===== config.mk =====
export PLATFORM = sky130hd
export DESIGN_NAME = uart_rx_oversampled
export DESIGN_NICKNAME = d
export VERILOG_FILES = /design/src/rtl/uart_pkg.sv /design/src/rtl/uart_baud_tick.sv /design/src/rtl/uart_rx_oversampled.sv
export SDC_FILE = /design/constraint.sdc
export NUM_CORES = 1
export LEC_CHECK = 0
export BUFFER_PORTS_ARGS = -buffer_cell sky130_fd_sc_hd__buf_4
export CORE_ASPECT_RATIO = 0.8
export CORE_MARGIN = 1
export CORE_UTILIZATION = 58
export DETAILED_ROUTE_END_ITERATION = 10
export GPL_ROUTABILITY_DRIVEN = 0
export GPL_TIMING_DRIVEN = 0
export PLACE_DENSITY = 0.75
export SLEW_MARGIN = 20
export SYNTH_ARGS = -nofsm -noshare
export SYNTH_HDL_FRONTEND = slang
export SYNTH_SLANG_ARGS = --single-unit
export TNS_END_PERCENT = 30

===== constraint.sdc =====
create_clock -name CLK -period 2.6 [get_ports CLK]
set_clock_uncertainty 0.2 [all_clocks]
set_input_delay 0.39 -clock CLK [delete_from_list [all_inputs] [get_ports CLK]]
set_output_delay 0.39 -clock CLK [all_outputs]
set_load 0.02 [all_outputs]

===== src/rtl/uart_pkg.sv =====
// Shared state encoding, parity constants and helpers for the oversampled UART receiver.
package uart_pkg;

    typedef enum logic [2:0] {
        ST_IDLE    = 3'd0,
        ST_START   = 3'd1,
        ST_DATA    = 3'd2,
        ST_PARITY  = 3'd3,
        ST_STOP    = 3'd4,
        ST_BRKWAIT = 3'd5
    } uart_state_e;

    localparam logic PARITY_EVEN = 1'b0;
    localparam logic PARITY_ODD  = 1'b1;

    function automatic int unsigned calc_div(input int unsigned clk_hz,
                                             input int unsigned bit_rate,
                                             input int unsigned oversample);
        return clk_hz / (bit_rate * oversample);
    endfunction

    function automatic logic majority3(input logic a, input logic b, input logic c);
        return (a & b) | (a & c) | (b & c);
    endfunction

endpackage


===== src/rtl/uart_baud_tick.sv =====
// Free-running oversample tick: one-cycle pulse every DIV clocks, restartable by clear_i.
module uart_baud_tick #(
    parameter int unsigned DIV = 10
) (
    input  logic clk_i,
    input  logic reset_i,
    input  logic clear_i,
    output logic tick_o
);
    localparam int unsigned CW = (DIV > 2) ? $clog2(DIV) : 1;
    localparam logic [CW-1:0] RELOAD = CW'(DIV - 1);

    logic [CW-1:0] cnt_q, cnt_d;

    assign tick_o = (cnt_q == '0);

    always_comb begin
        cnt_d = cnt_q - 1'b1;
        if (clear_i || tick_o) begin
            cnt_d = RELOAD;
        end
    end

    always_ff @(posedge clk_i) begin
        if (reset_i) begin
            cnt_q <= '0;
        end else begin
            cnt_q <= cnt_d;
        end
    end

endmodule


===== src/rtl/uart_rx_oversampled.sv =====
// Oversampled UART receiver with 3-sample majority vote, framing/break detection.
// Optional parity checking is built when UART_RX_PARITY_EN is defined.
module uart_rx_oversampled #(
    parameter int unsigned CLK_HZ     = 50000000,
    parameter int unsigned BIT_RATE   = 9600,
    parameter int unsigned OVERSAMPLE = 16,
    parameter int unsigned DATA_BITS  = 8,
    parameter int unsigned STOP_BITS  = 1,
    parameter int unsigned PARITY_ODD = 0
) (
    input  logic                 CLK,
    input  logic                 reset,
    input  logic                 uart_rxd,
    input  logic                 uart_rx_en,
    output logic                 uart_rx_valid,
    output logic [DATA_BITS-1:0] uart_rx_data,
    output logic                 uart_rx_break,
    output logic                 uart_rx_ferr,
    output logic                 uart_rx_perr,
    output logic                 uart_rx_busy
);
    import uart_pkg::*;

    localparam int unsigned DIV = calc_div(CLK_HZ, BIT_RATE, OVERSAMPLE);
    localparam int unsigned SCW = $clog2(OVERSAMPLE);
    localparam logic [SCW-1:0] SAMP_A    = SCW'(OVERSAMPLE / 2 - 1);
    localparam logic [SCW-1:0] SAMP_B    = SCW'(OVERSAMPLE / 2);
    localparam logic [SCW-1:0] SAMP_C    = SCW'(OVERSAMPLE / 2 + 1);
    localparam logic [SCW-1:0] SAMP_LAST = SCW'(OVERSAMPLE - 1);
    localparam logic [3:0]     DATA_LAST = 4'(DATA_BITS - 1);
    localparam logic [3:0]     STOP_LAST = 4'(STOP_BITS - 1);

    if (DIV < 2 || OVERSAMPLE < 8 || (OVERSAMPLE % 2) != 0 || DATA_BITS < 5 || DATA_BITS > 9 ||
        STOP_BITS < 1 || STOP_BITS > 2 || PARITY_ODD > 1) begin : g_cfg_check
        $error("uart_rx_oversampled: unsupported parameter set");
    end

    logic rxd_meta_q, rxd_sync_q, rxd_prev_q;
    logic tick, tick_clr, start_edge, decide, bit_val, par_zero;

    uart_state_e          state_q, state_d;
    logic [SCW-1:0]       samp_cnt_q, samp_cnt_d;
    logic [3:0]           bit_cnt_q, bit_cnt_d;
    logic [1:0]           vote_q, vote_d;
    logic [DATA_BITS-1:0] shift_q, shift_d;
    logic                 ferr_acc_q, ferr_acc_d;
    logic                 valid_q, valid_d, brk_q, brk_d, ferr_q, ferr_d;
    logic [DATA_BITS-1:0] data_q, data_d;

    always_ff @(posedge CLK) begin
        if (reset) begin
            rxd_meta_q <= 1'b1;
            rxd_sync_q <= 1'b1;
            rxd_prev_q <= 1'b1;
        end else begin
            rxd_meta_q <= uart_rxd;
            rxd_sync_q <= rxd_meta_q;
            rxd_prev_q <= rxd_sync_q;
        end
    end

    assign start_edge = rxd_prev_q & ~rxd_sync_q;
    assign tick_clr   = (state_q == ST_IDLE) && uart_rx_en && start_edge;
    assign decide     = tick && (samp_cnt_q == SAMP_C);
    assign bit_val    = majority3(vote_q[0], vote_q[1], rxd_sync_q);

    uart_baud_tick #(.DIV(DIV)) u_tick (
        .clk_i   (CLK),
        .reset_i (reset),
        .clear_i (tick_clr),
        .tick_o  (tick)
    );

`ifdef UART_RX_PARITY_EN
    localparam logic PAR_SENSE = (PARITY_ODD != 0) ? uart_pkg::PARITY_ODD : PARITY_EVEN;
    logic par_bit_q, par_bit_d, perr_q, perr_d, par_err;
    assign par_zero = ~par_bit_q;
    assign par_err  = par_bit_q ^ (^shift_q) ^ PAR_SENSE;
`else
    assign par_zero = 1'b1;
`endif

    always_comb begin
        state_d    = state_q;
        samp_cnt_d = samp_cnt_q;
        bit_cnt_d  = bit_cnt_q;
        vote_d     = vote_q;
        shift_d    = shift_q;
        ferr_acc_d = ferr_acc_q;
        valid_d    = 1'b0;
        brk_d      = 1'b0;
        ferr_d     = 1'b0;
        data_d     = data_q;
`ifdef UART_RX_PARITY_EN
        par_bit_d  = par_bit_q;
        perr_d     = 1'b0;
`endif
        if (tick) begin
            samp_cnt_d = (samp_cnt_q == SAMP_LAST) ? '0 : samp_cnt_q + 1'b1;
            if (samp_cnt_q == SAMP_A) vote_d[0] = rxd_sync_q;
            if (samp_cnt_q == SAMP_B) vote_d[1] = rxd_sync_q;
        end
        // States advance at each bit's decision sample, so the next bit is voted under the new state.
        case (state_q)
            ST_IDLE: if (tick_clr) begin
                state_d    = ST_START;
                samp_cnt_d = '0;
            end
            ST_START: if (decide) begin
                state_d   = bit_val ? ST_IDLE : ST_DATA;
                bit_cnt_d = '0;
            end
            ST_DATA: if (decide) begin
                shift_d    = {bit_val, shift_q[DATA_BITS-1:1]};
                bit_cnt_d  = bit_cnt_q + 4'd1;
                ferr_acc_d = 1'b0;
                if (bit_cnt_q == DATA_LAST) begin
                    bit_cnt_d = '0;
`ifdef UART_RX_PARITY_EN
                    state_d = ST_PARITY;
`else
                    state_d = ST_STOP;
`endif
                end
            end
`ifdef UART_RX_PARITY_EN
            ST_PARITY: if (decide) begin
                par_bit_d = bit_val;
                state_d   = ST_STOP;
            end
`endif
            ST_STOP: if (decide) begin
                if (bit_cnt_q == '0 && !bit_val && shift_q == '0 && par_zero) begin
                    brk_d      = 1'b1;
                    state_d    = ST_BRKWAIT;
                    samp_cnt_d = '0;
                end else if (bit_cnt_q == STOP_LAST) begin
                    valid_d = 1'b1;
                    data_d  = shift_q;
                    ferr_d  = ferr_acc_q | ~bit_val;
`ifdef UART_RX_PARITY_EN
                    perr_d  = par_err;
`endif
                    state_d = ST_IDLE;
                end else begin
                    ferr_acc_d = ferr_acc_q | ~bit_val;
                    bit_cnt_d  = bit_cnt_q + 4'd1;
                end
            end
            ST_BRKWAIT: if (tick) begin
                if (!rxd_sync_q) begin
                    samp_cnt_d = '0;
                end else if (samp_cnt_q == SAMP_LAST) begin
                    state_d = ST_IDLE;
                end
            end
            default: state_d = ST_IDLE;
        endcase
        if (state_q != ST_IDLE && !uart_rx_en) begin
            state_d = ST_IDLE;
            valid_d = 1'b0;
            brk_d   = 1'b0;
            ferr_d  = 1'b0;
            data_d  = data_q;
`ifdef UART_RX_PARITY_EN
            perr_d  = 1'b0;
`endif
        end
    end

    always_ff @(posedge CLK) begin
        if (reset) begin
            state_q    <= ST_IDLE;
            samp_cnt_q <= '0;
            bit_cnt_q  <= '0;
            vote_q     <= '0;
            shift_q    <= '0;
            ferr_acc_q <= 1'b0;
            valid_q    <= 1'b0;
            brk_q      <= 1'b0;
            ferr_q     <= 1'b0;
            data_q     <= '0;
        end else begin
            state_q    <= state_d;
            samp_cnt_q <= samp_cnt_d;
            bit_cnt_q  <= bit_cnt_d;
            vote_q     <= vote_d;
            shift_q    <= shift_d;
            ferr_acc_q <= ferr_acc_d;
            valid_q    <= valid_d;
            brk_q      <= brk_d;
            ferr_q     <= ferr_d;
            data_q     <= data_d;
        end
    end

`ifdef UART_RX_PARITY_EN
    always_ff @(posedge CLK) begin
        if (reset) begin
            par_bit_q <= 1'b0;
            perr_q    <= 1'b0;
        end else begin
            par_bit_q <= par_bit_d;
            perr_q    <= perr_d;
        end
    end
    assign uart_rx_perr = perr_q;
`else
    assign uart_rx_perr = 1'b0;
`endif

    assign uart_rx_valid = valid_q;
    assign uart_rx_data  = data_q;
    assign uart_rx_break = brk_q;
    assign uart_rx_ferr  = ferr_q;
    assign uart_rx_busy  = (state_q != ST_IDLE);

endmodule


### Yosys cells after proc, flatten, opt, wreduce, memory -nomap -nowiden

Cells that the tools add are included.

| cells by class | value |
|---|---|
| $add $sub $neg | 3 |
| eq/ne operators | 20 |
| multiplexer cells | 35 |
| bitwise logic cells | 14 |
| reductions and logical operators | 28 |

Operator list:

| operator | count |
|---|---|
| $mux 4 | 13 |
| $mux 3 | 10 |
| $pmux 4 s3 | 2 |
| $ne 2x2->1 const B | 9 |
| $pmux 3 s5 | 1 |
| $eq 4x4->1 const B | 3 |
| $reduce_and 5->1 | 2 |
| $logic_not 9->1 | 1 |
| $mux 9 | 1 |
| $reduce_and 9->1 | 1 |
| $sub 9x1->9 const B | 1 |
| $add 4x1->4 const B | 2 |
| $eq 4x3->1 const B | 2 |
| $logic_not 8->1 | 1 |
| $not 1->1 | 7 |
| $eq 3x3->1 const B | 2 |
| $logic_and 1x1->1 | 6 |
| $mux 1 | 6 |
| $reduce_and 2->1 | 3 |
| $reduce_and 6->1 | 1 |
| $reduce_bool 3->1 | 2 |
| $reduce_or 6->1 | 1 |
| $reduce_or 5->1 | 1 |
| $and 1x1->1 | 4 |
| other kinds (14) | 18 |

| storage, ports and cells | value |
|---|---|
| flip-flop bits (word level) | 45 |
| input port bits | 4 |
| logic and storage cells | 116 |

### Longest topological paths before layout

Gate-level depths: netlist of the first run.

| logic depth | value |
|---|---|
| depth in word-level cells | 9 |
| gate-level depth with buffers | 9 |
| gate-level depth less buffers | 7 |

### By module

Synthesis of the first run repeated with hierarchy kept, for this count alone.

| unflattened totals | value |
|---|---|
| cell total of the unflattened synthesis | 253 |
| area total of the unflattened synthesis | 2254.7 um^2 |

Modules (own cells, without submodules):

| module | times used | cells an instance | area an instance (um^2) | sequential area each (um^2) |
|---|---|---|---|---|
| uart_rx_oversampled | 1 | 212 | 1864.3 | 720.7 |
| uart_baud_tick | 1 | 41 | 390.4 | 180.2 |

### Worst setup path after synthesis of the first run

No wires, ideal clock.

| path | value |
|---|---|
| path kind | register -> register |
| from | reg bit_cnt_q[0] |
| to | reg bit_cnt_q[3] |
| data arrival time | 1896 ps |
| setup slack | 434 ps |
| stages on the path, launching flop included | 9 |
| path buffers | 1 |
| period minus slack after synthesis | 2166 ps |
| cell sequence | dfxtp_1 inv_1 ha_1 or3b_2 clkbuf_1 nand2_1 a31o_4 or4_1 a21oi_1 |

| between the ends | value |
|---|---|
| word-level cells in the longest chain between the ends | 5 |
| elaborated cells between the ends (all ways) | 14 |
| those cells by class | add/sub (1); eq/ne (3); mux (6); reduce/logical (4) |

RTL lines:

| item | line | text |
|---|---|---|
| start: declaration | uart_rx_oversampled.sv:43 | `logic [3:0] bit_cnt_q, bit_cnt_d;` |
| start signal: assignment | uart_rx_oversampled.sv:186 | `bit_cnt_q <= bit_cnt_d;` |
| $add 4x1->4 / $logic_not 4->1 (equally long branches) | n/a |  |
| $mux 4 / $logic_and 1x1->1 (equally long branches) | uart_rx_oversampled.sv:137, uart_rx_oversampled.sv:133 |  |
| $mux 4 / $logic_and 1x1->1 (equally long branches) | uart_rx_oversampled.sv:133 | `if (bit_cnt_q == '0 && !bit_val && shift_q == '0 && par_zero) begin` |
| $mux 4 / $ne 2x2->1 (equally long branches) | n/a |  |
| $pmux 4 s3 / $reduce_and 6->1 (equally long branches) | n/a |  |

Several ways; a longest one is shown, not always the timed one. The select of a mux whose other input is x is not followed.
A chain may end at the register's enable or synchronous reset.

### Final worst setup path of the first run

Ends and elaborated chain as after synthesis.

==> results of run 1 <==
power by group:
group	total, W	switching (W)	internal (W)	leakage [nW]
clock network	0.000523	0.000235	0.000288	0.0554
registers	0.000852	0.0000841	0.000768	0.365
logic	0.000629	0.000367	0.000262	0.539
total	0.00200	0.000686	0.00132	0.960
final cells by class:
cell class,instances,area [sq um],area share [%]
Timing Repair Buffer,15,113,4.72
Buffer,12,52.6,2.20
Sequential cell,45,901,37.8
Clock inverter,2,38.8,1.63
Inverter,9,33.8,1.42
Multi-Input combinational cell,173,1120,47.0
Clock buffer,6,72.6,3.04
Tap cell,42,52.6,2.20
worst register-to-register path, cell delays in order, from the launching register on:
cell and delay (ns):
dfxtp_1 0.41, inv_1 0.06, ha_1 0.18, or3b_2 0.18
clkbuf_1 0.20, nand2_1 0.10, a31o_4 0.29, or4_1 0.50
a21oi_1 0.14
metrics by stage:
step | hold slack, ns | instance area (sq um) | instances | power, W | setup WS (ns)
3_3_place_gp | 0.194 | 2270 | 296 | 0.00148 | 0.308
6_report | 0.0690 | 2380 | 304 | 0.00200 | 0.271
2_1_floorplan | 0.189 | 2110 | 239 | 0.00136 | 0.434
5_1_grt | 0.0577 | 2380 | 304 | 0.00214 | 0.0839
3_5_place_dp | 0.198 | 2270 | 296 | 0.00149 | 0.282
4_1_cts | 0.0596 | 2380 | 304 | 0.00202 | 0.261
metal layers:
metal	routed length, microns	track usage, %	part of all wire [%]	up-vias
li1	-	-	-	883
met1	2110	33.3	53	744
met2	1610	31.1	41	34
met3	170	5.62	4.3	8
met4	76	10.5	1.9	0
met5	0	0	0	-
state kept, by name, indices dropped and copies added, names as in the netlist, 2 cells and up:
register and flops:
shift_q 8, u_tick.cnt_q 9, samp_cnt_q 4, uart_rx_data 8, vote_q 2, bit_cnt_q 4
state_q 3
Yosys cell counts (3+ instances only):
| cell type | n |
|---|---|
| ha_1 | 6 |
| xnor2_1 | 4 |
| nand2b_1 | 3 |
| mux2i_1 | 12 |
| nand3b_1 | 4 |
| a21oi_1 | 23 |
| clkbuf_1 | 8 |
| or3b_2 | 4 |
| dfxtp_1 | 45 |
| nor3_1 | 8 |
| nor4_1 | 3 |
| a31oi_1 | 4 |
| inv_1 | 9 |
| nor2_1 | 26 |
| o21ai_0 | 14 |
| nand3_1 | 3 |
| nand4b_1 | 3 |
| or2_2 | 3 |
| nand2_1 | 19 |
| buf_2 | 3 |
| xor2_1 | 4 |
cell families after synthesis:
kind of cell	share of synthesized area [%]
compound gates	14.8
mux	5.70
flops	42.8
buf+inv	4.10
simple gates	25.1
xor+xnor	3.33
fa+ha+maj	4.04
other cells	0.178
worst paths after layout:
kind	from	to	slack [ns]	cells after the start
min	uart_rxd	rxd_meta_q	0.07	2
min reg2reg	rxd_meta_q	rxd_sync_q	0.22	1
max reg2reg	bit_cnt_q[0]	bit_cnt_q[3]	0.27	8
max	bit_cnt_q[0]	bit_cnt_q[3]	0.27	8
==> run metrics, run 1 <==
delay-heaviest family, CP=simple AND/OR/NAND/NOR gates; drt drc=0; I/O pin cnt=17; Reg clk slew, reported paths=0.08 ns; setup_tns=0 ns; Slew Limit Fails=0; Static Leak=~0.96 nW; Max Root-Sink Buffers=2; dpl hpwl=2870 microns; grt total ovfl=0; Root Buffer=clkbuf_8; gr usage total=22.7%; sequential fraction of the synthesis area=42.8%; Via density=between 5 and 6; Top FF cell, synth=dfxtp_1; routed len/inst=13.0 microns; Die Area=just under 4000 sq um; Post-synth EDFFs=0; Worst Path Arrival=2.36 ns; Final Core Density=between 60 and 70%; worst-path cell chain=inv_1 -> ha_1 -> or3b_2 -> clkbuf_1 -> nand2_1 -> a31o_4 -> or4_1 -> a21oi_1; global-route wire length before repair=6760 microns; final hold viol count=0; Setup Fix Bufs, Post-CTS=0; Tcrit/Tclk final=89.6%; pin count of the biggest net entering global routing=15; Fillers=299; slowest stage delay, CP=~0.50 ns; clock latency at the later pin of the worst-skew pair=0.30 ns; Resized cells post-CTS=0; vias in the first global route=1,436; Cell Area, Synth=about 2100 sq um; Worst EP required=2.63 ns; Mapped Nets=249; area leader, netlist=dfxtp_1; cts bufs inserted=5; nature of the critical path startpoint=register; peak supply drop=between 0.5 and 0.6 mV; CP Buf/Inv Count=2; #FFs+latches synth=45; # setup viols final=0; RSZ-0062 raised after global routing=no; width of the chip=69.4 microns; worst min path class=in2reg; Initial DRC Count=94; num rows=19; CP max-delay cell=or4_1; minimum clock period=2.33 ns; number of routed nets with antenna violations=0; H-tree lvl count=2; via count=~1,700; Mapped Cells=239; most frequent cells in the layout=dfxtp_1 (45), nor2_1 (26), a21oi_1 (23); top cell type's share of synthesized area=42.8%; Hold Buf Count CTS=0; syn_area_per_cell=8.82 sq um; starting density of the core=61.1%; clk sink count=45; core area=3450 sq um; PortBufs=15; Post-Route WL=between 3000 and 4000 microns; Area Overhead vs Synth=13.1%; largest cells by area after synthesis=dfxtp_1 (43%), mux2i_1 (5.7%), a21oi_1 (5.5%), nor2_1 (4.6%), ha_1 (3.6%); initial antenna violation count=0; layout cells sized above 1=between 15 and 20%; Crit Path Max Fanout=7; f_max=~430 MHz; Crit. End Element=register; CP Class=reg2reg; most common cell after layout, fill and taps aside=dfxtp_1; Ys Warns=0; P per Cell Area=841 nW/um^2; Inserted Diodes=0; DIE HEIGHT=55.9 microns; outcome=finished clean; drt pass-1 iters=4; max-cap violations=0; Yosys cell types=45; ys async rst share=0%; CTS tree=yes; fin nets=271
Note: power is estimated with default switching activity, not from simulation.
==> run 2: changes to the inputs <==
- CORE_UTILIZATION: 58 -> 35
- PLACE_DENSITY: 0.75 -> default
- PLACE_DENSITY_LB_ADDON: default -> 0.3
- SETUP_SLACK_MARGIN: default -> 0.05
==> run metrics, run 2 (synthesis results as in run 1) <==
peak supply drop=0.213 mV (-59%); vias in the first global route=1,594 (+11%); Worst EP required=2.63 ns (about the same); PortBufs=15 (unchanged); Max Root-Sink Buffers=2 (unchanged); dpl hpwl=2990 microns (+4.3%); core area=5620 sq um (+63%); initial antenna violation count=0 (unchanged); Hold Buf Count CTS=0 (unchanged); CP max-delay cell=or4_1; cts bufs inserted=5 (unchanged); Crit Path Max Fanout=6 (-1); layout cells sized above 1=16.1% (+0.44 points); max-cap violations=0 (unchanged); global-route wire length before repair=7470 microns (+11%); Slew HR=66.2%; Slew Limit Fails=0 (unchanged); outcome=finished clean; dpl cells=332 (+12%); max reg flops=9 (unchanged); Die Area=6340 sq um (+63%); Initial DRC Count=93 (-1.1%); Reg clk slew, reported paths=0.09 ns (about the same); routed len/inst=12.3 microns (-5.6%); Inserted Diodes=0 (unchanged); fin nets=270 (-0.37%); num rows=24 (+5); starting density of the core=37.5% (-24 points); setup_tns=0 ns (unchanged); clk sink count=45 (unchanged); Post-Layout Cell Count=339 (+12%); clock latency at the later pin of the worst-skew pair=0.30 ns (about the same); RSZ-0062 raised after global routing=no; Root Buffer=clkbuf_8; R2R Setup Slk=0.31 ns (+0.04 ns); most frequent cells in the layout=dfxtp_1 (45), nor2_1 (26), a21oi_1 (23); P per Cell Area=797 nW/um^2 (-5.2%); CP Class=reg2reg; gr usage total=15.3% (-7.4 points); H-tree lvl count=2 (unchanged); pin count of the biggest net entering global routing=16 (+1); Via density=4.96 (-9.6%); Worst Path Arrival=2.33 ns (-0.03 ns); delay-heaviest family, CP=simple AND/OR/NAND/NOR gates; Crit. End Element=register; Post-Route WL=4180 microns (+5.3%); # setup viols final=0 (unchanged); CTS tree=yes; CP Buf/Inv Count=1 (-1); drt pass-1 iters=4 (unchanged); Tcrit/Tclk final=88.2% (-1.4 points); width of the chip=88.7 microns (+28%); worst-path cell chain=inv_1 -> ha_1 -> or3b_2 -> nand2_1 -> a31oi_1 -> or4_1 -> a21oi_1; DIE HEIGHT=71.4 microns (+28%); worst min path class=in2reg; f_max=436 MHz (+1.5%); worst slew pin tran=0.505 ns; via count=1,682 (+0.78%); slowest stage delay, CP=0.55 ns (+0.05 ns); final hold viol count=0 (unchanged); Static Leak=0.940 nW (-2.1%); Biggest register=u_tick.cnt_q; grt total ovfl=0 (unchanged); nature of the critical path startpoint=register; I/O pin cnt=17 (unchanged); most common cell after layout, fill and taps aside=dfxtp_1; Area Overhead vs Synth=14.1%; number of routed nets with antenna violations=0 (unchanged); Final Core Density=42.8% (-26 points); drt drc=0 (unchanged); minimum clock period=2.29 ns (-0.0351 ns)
-- run 2: cell type report --
type / instances / area [sq um]
Buffer: 11 / 48.8
Clock buffer: 5 / 68.8
Clock inverter: 3 / 22.5
Fill cell: 580 / 3210
Inverter: 9 / 33.8
Multi-Input combinational cell: 173 / 1120
Sequential cell: 45 / 901
Tap cell: 78 / 97.6
Timing Repair Buffer: 15 / 113
-- run 2: path summary, 6_finish.rpt --
path / cells after the start / to / from
worst max register to register: 7 / state_q[1] / bit_cnt_q[0]
worst min register to register: 1 / rxd_sync_q / rxd_meta_q
worst min-delay path: 2 / rxd_meta_q / uart_rxd
worst max-delay path: 7 / state_q[1] / bit_cnt_q[0]
-- run 2: metal layers --
layer | part of all wire, % | global-route usage, % | wire (microns) | vias up
met5 | 0 | 0 | 0 | -
met1 | 55 | 22.8 | 2310 | 768
met3 | 4.2 | 4.95 | 174 | 5
met2 | 39 | 21.0 | 1650 | 25
met4 | 0.98 | 3.76 | 41 | 0
li1 | - | - | - | 884
-- run 2: repair_timing --
| action | 4_1_cts | 5_1_grt |
|---|---|---|
| buffers inserted | 0 | 0 |
| endpoints found under the setup margin | 0 | 2 |
| resized for setup | 0 | 0 |
-- run 2: power breakdown --
part	switching [W]	leakage, nW	internal (W)
Sequential	0.0000843	0.365	0.000768
Combinational	0.000370	0.538	0.000262
Clock	0.000245	0.0364	0.000188
Total	0.000700	0.940	0.00122
-- run 2: through the flow --
stage | area [sq um] | power (W) | hold WS [ns] | setup slack, ns
2_1_floorplan | 2110 | 0.00136 | 0.189 | 0.434
3_3_place_gp | 2320 | 0.00148 | 0.192 | 0.266
3_5_place_dp | 2320 | 0.00149 | 0.194 | 0.261
4_1_cts | 2410 | 0.00193 | 0.0599 | 0.239
5_1_grt | 2400 | 0.00207 | 0.0587 | 0.109
6_report | 2400 | 0.00192 | 0.0687 | 0.306
==> run 3: changes to the inputs <==
- PLACE_DENSITY_LB_ADDON: 0.3 -> 0.2
- TNS_END_PERCENT: 30 -> 50
==> run metrics, run 3 (synthesis results as in run 1) <==
outcome=finished clean; Post-Layout Inst Area=2400 sq um (-0.16%); most frequent cells in the layout=dfxtp_1 (44), nor2_1 (26), a21oi_1 (23); Final Worst Setup Slack=0.259 ns (-0.0469 ns); minimum clock period=2.34 ns (+0.0469 ns); core area=5620 sq um (unchanged); fin nets=271 (+0.37%); combinational power share=33.3% (+0.4 points); CTS tree=yes; routed len/inst=13.2 microns (+6.9%); via count=1,710 (+1.7%); Die Area=6340 sq um (unchanged); H-tree lvl count=2 (unchanged); num rows=24 (unchanged); max-cap violations=0 (unchanged); Post-Route WL=4480 microns (+7.2%); Setup Fix Bufs, Post-CTS=0 (unchanged); width of the chip=88.7 microns (unchanged); Tcrit/Tclk final=90.0% (+1.8 points); layout cells sized above 1=16.0% (-0.061 points); vias in the first global route=1,610 (+1.0%); Slew HR=62.6% (-3.6 points); clock share of power=22.0% (-0.6 points); setup_tns=0 ns (unchanged); Initial DRC Count=122 (+31%); Resized cells post-CTS=0 (unchanged); I/O pin cnt=17 (unchanged); Slew Limit Fails=0 (unchanged); Hold Buf Count CTS=0 (unchanged); final hold viol count=0 (unchanged); pin count of the biggest net entering global routing=14 (-2); worst min path class=in2reg; max reg flops=9 (unchanged); initial antenna violation count=0 (unchanged); Net Switching=0.000701 W (+0.16%); P per Cell Area=799 nW/um^2 (+0.19%); Biggest register=u_tick.cnt_q; sw frac=36.5% (+0.045 points); pre-CTS WS=0.263 ns (+0.00134 ns); global-route wire length before repair=7710 microns (+3.2%); CP Class=reg2reg; Max Root-Sink Buffers=2 (unchanged); number of routed nets with antenna violations=0 (unchanged); starting density of the core=37.5% (unchanged); PortBufs=15 (unchanged); Root Buffer=clkbuf_8; DIE HEIGHT=71.4 microns (unchanged); # setup viols final=0 (unchanged); gr usage total=15.7% (+0.42 points); worst slew pin tran=0.560 ns (+0.0541 ns); Area Overhead vs Synth=14.0%; drt pass-1 iters=4 (unchanged); Crit. End Element=register; clk sink count=45 (unchanged); most common cell after layout, fill and taps aside=dfxtp_1; internal power=0.00122 W (about the same); Reg clk slew, reported paths=0.08 ns (about the same); clock latency at the later pin of the worst-skew pair=0.29 ns (about the same); sequential power share=44.6% (+0.2 points); peak supply drop=0.234 mV (+9.9%); nature of the critical path startpoint=register; Static Leak=0.950 nW (+1.1%); RSZ-0062 raised after global routing=no; Worst Path Arrival=2.36 ns (+0.03 ns); dpl hpwl=3190 microns (+6.5%); drt drc=0 (unchanged); Placed Instance Area=2320 sq um (unchanged); cts bufs inserted=5 (unchanged); Via density=5.03 (+1.4%); Inserted Diodes=0 (unchanged); grt total ovfl=0 (unchanged); f_max=427 MHz (-2.0%); Crit Path Max Fanout=7 (+1); Worst EP required=2.62 ns (about the same)
run 3: cell types whose count changed in the layout (fill, tap and decap cells not counted):
cell        previous run  this run
clkbuf_1               7         9
clkinv_2               0         2
clkinvlp_4             3         0
dfxtp_1               45        44
dfxtp_2                0         1
run 3: per-stage QoR:
step           power [W]  hold slack, ns  cells  utilization (%)
3_5_place_dp     0.00150           0.199    332             41.3
6_report         0.00192          0.0751    340             42.8
5_1_grt          0.00205          0.0622    340             42.8
4_1_cts          0.00192          0.0667    340             42.7
3_3_place_gp     0.00150           0.192    332             41.3
2_1_floorplan    0.00136           0.189    239                -
run 3: metal layers:
layer  vias up  track usage (%)  routed length, microns
li1        881                -                       -
met1       780             24.0                    2500
met2        45             21.4                    1740
met3         4             4.03                     210
met4         0             4.30                      33
met5         -                0                       0
run 3: worst paths after layout:
check / startpoint / endpoint / slack (ns) / depth (start not counted)
setup reg to reg: bit_cnt_q[1] / bit_cnt_q[3] / 0.26 / 8
hold / removal: uart_rxd / rxd_meta_q / 0.08 / 2
hold reg to reg: rxd_meta_q / rxd_sync_q / 0.22 / 1
setup / recovery: bit_cnt_q[1] / bit_cnt_q[3] / 0.26 / 8
run 3: power groups by stage:
stage | clock network, W | registers (W) | logic [W]
after floorplan | 0 | 0.000852 | 0.000509
after global placement | 0 | 0.000868 | 0.000627
after detailed placement | 0 | 0.000870 | 0.000631
after CTS | 0.000436 | 0.000854 | 0.000634
after global routing | 0.000467 | 0.000868 | 0.000717
final | 0.000422 | 0.000856 | 0.000640
run 3: critical path, stage by stage (launching register included):
cell and delay, ns:
dfxtp_1 0.40, inv_1 0.06, ha_1 0.17, or3b_2 0.19, clkbuf_1 0.21, nand2_1 0.11
a31o_4 0.29, or4_1 0.51, a21oi_1 0.15
run 3: area by class of cell:
class / instances / area [sq um]
Buffer: 12 / 52.6
Clock buffer: 6 / 72.6
Clock inverter: 2 / 10.0
Fill cell: 555 / 3210
Inverter: 9 / 33.8
Multi-Input combinational cell: 173 / 1120
Sequential cell: 45 / 902
Tap cell: 78 / 97.6
Timing Repair Buffer: 15 / 113
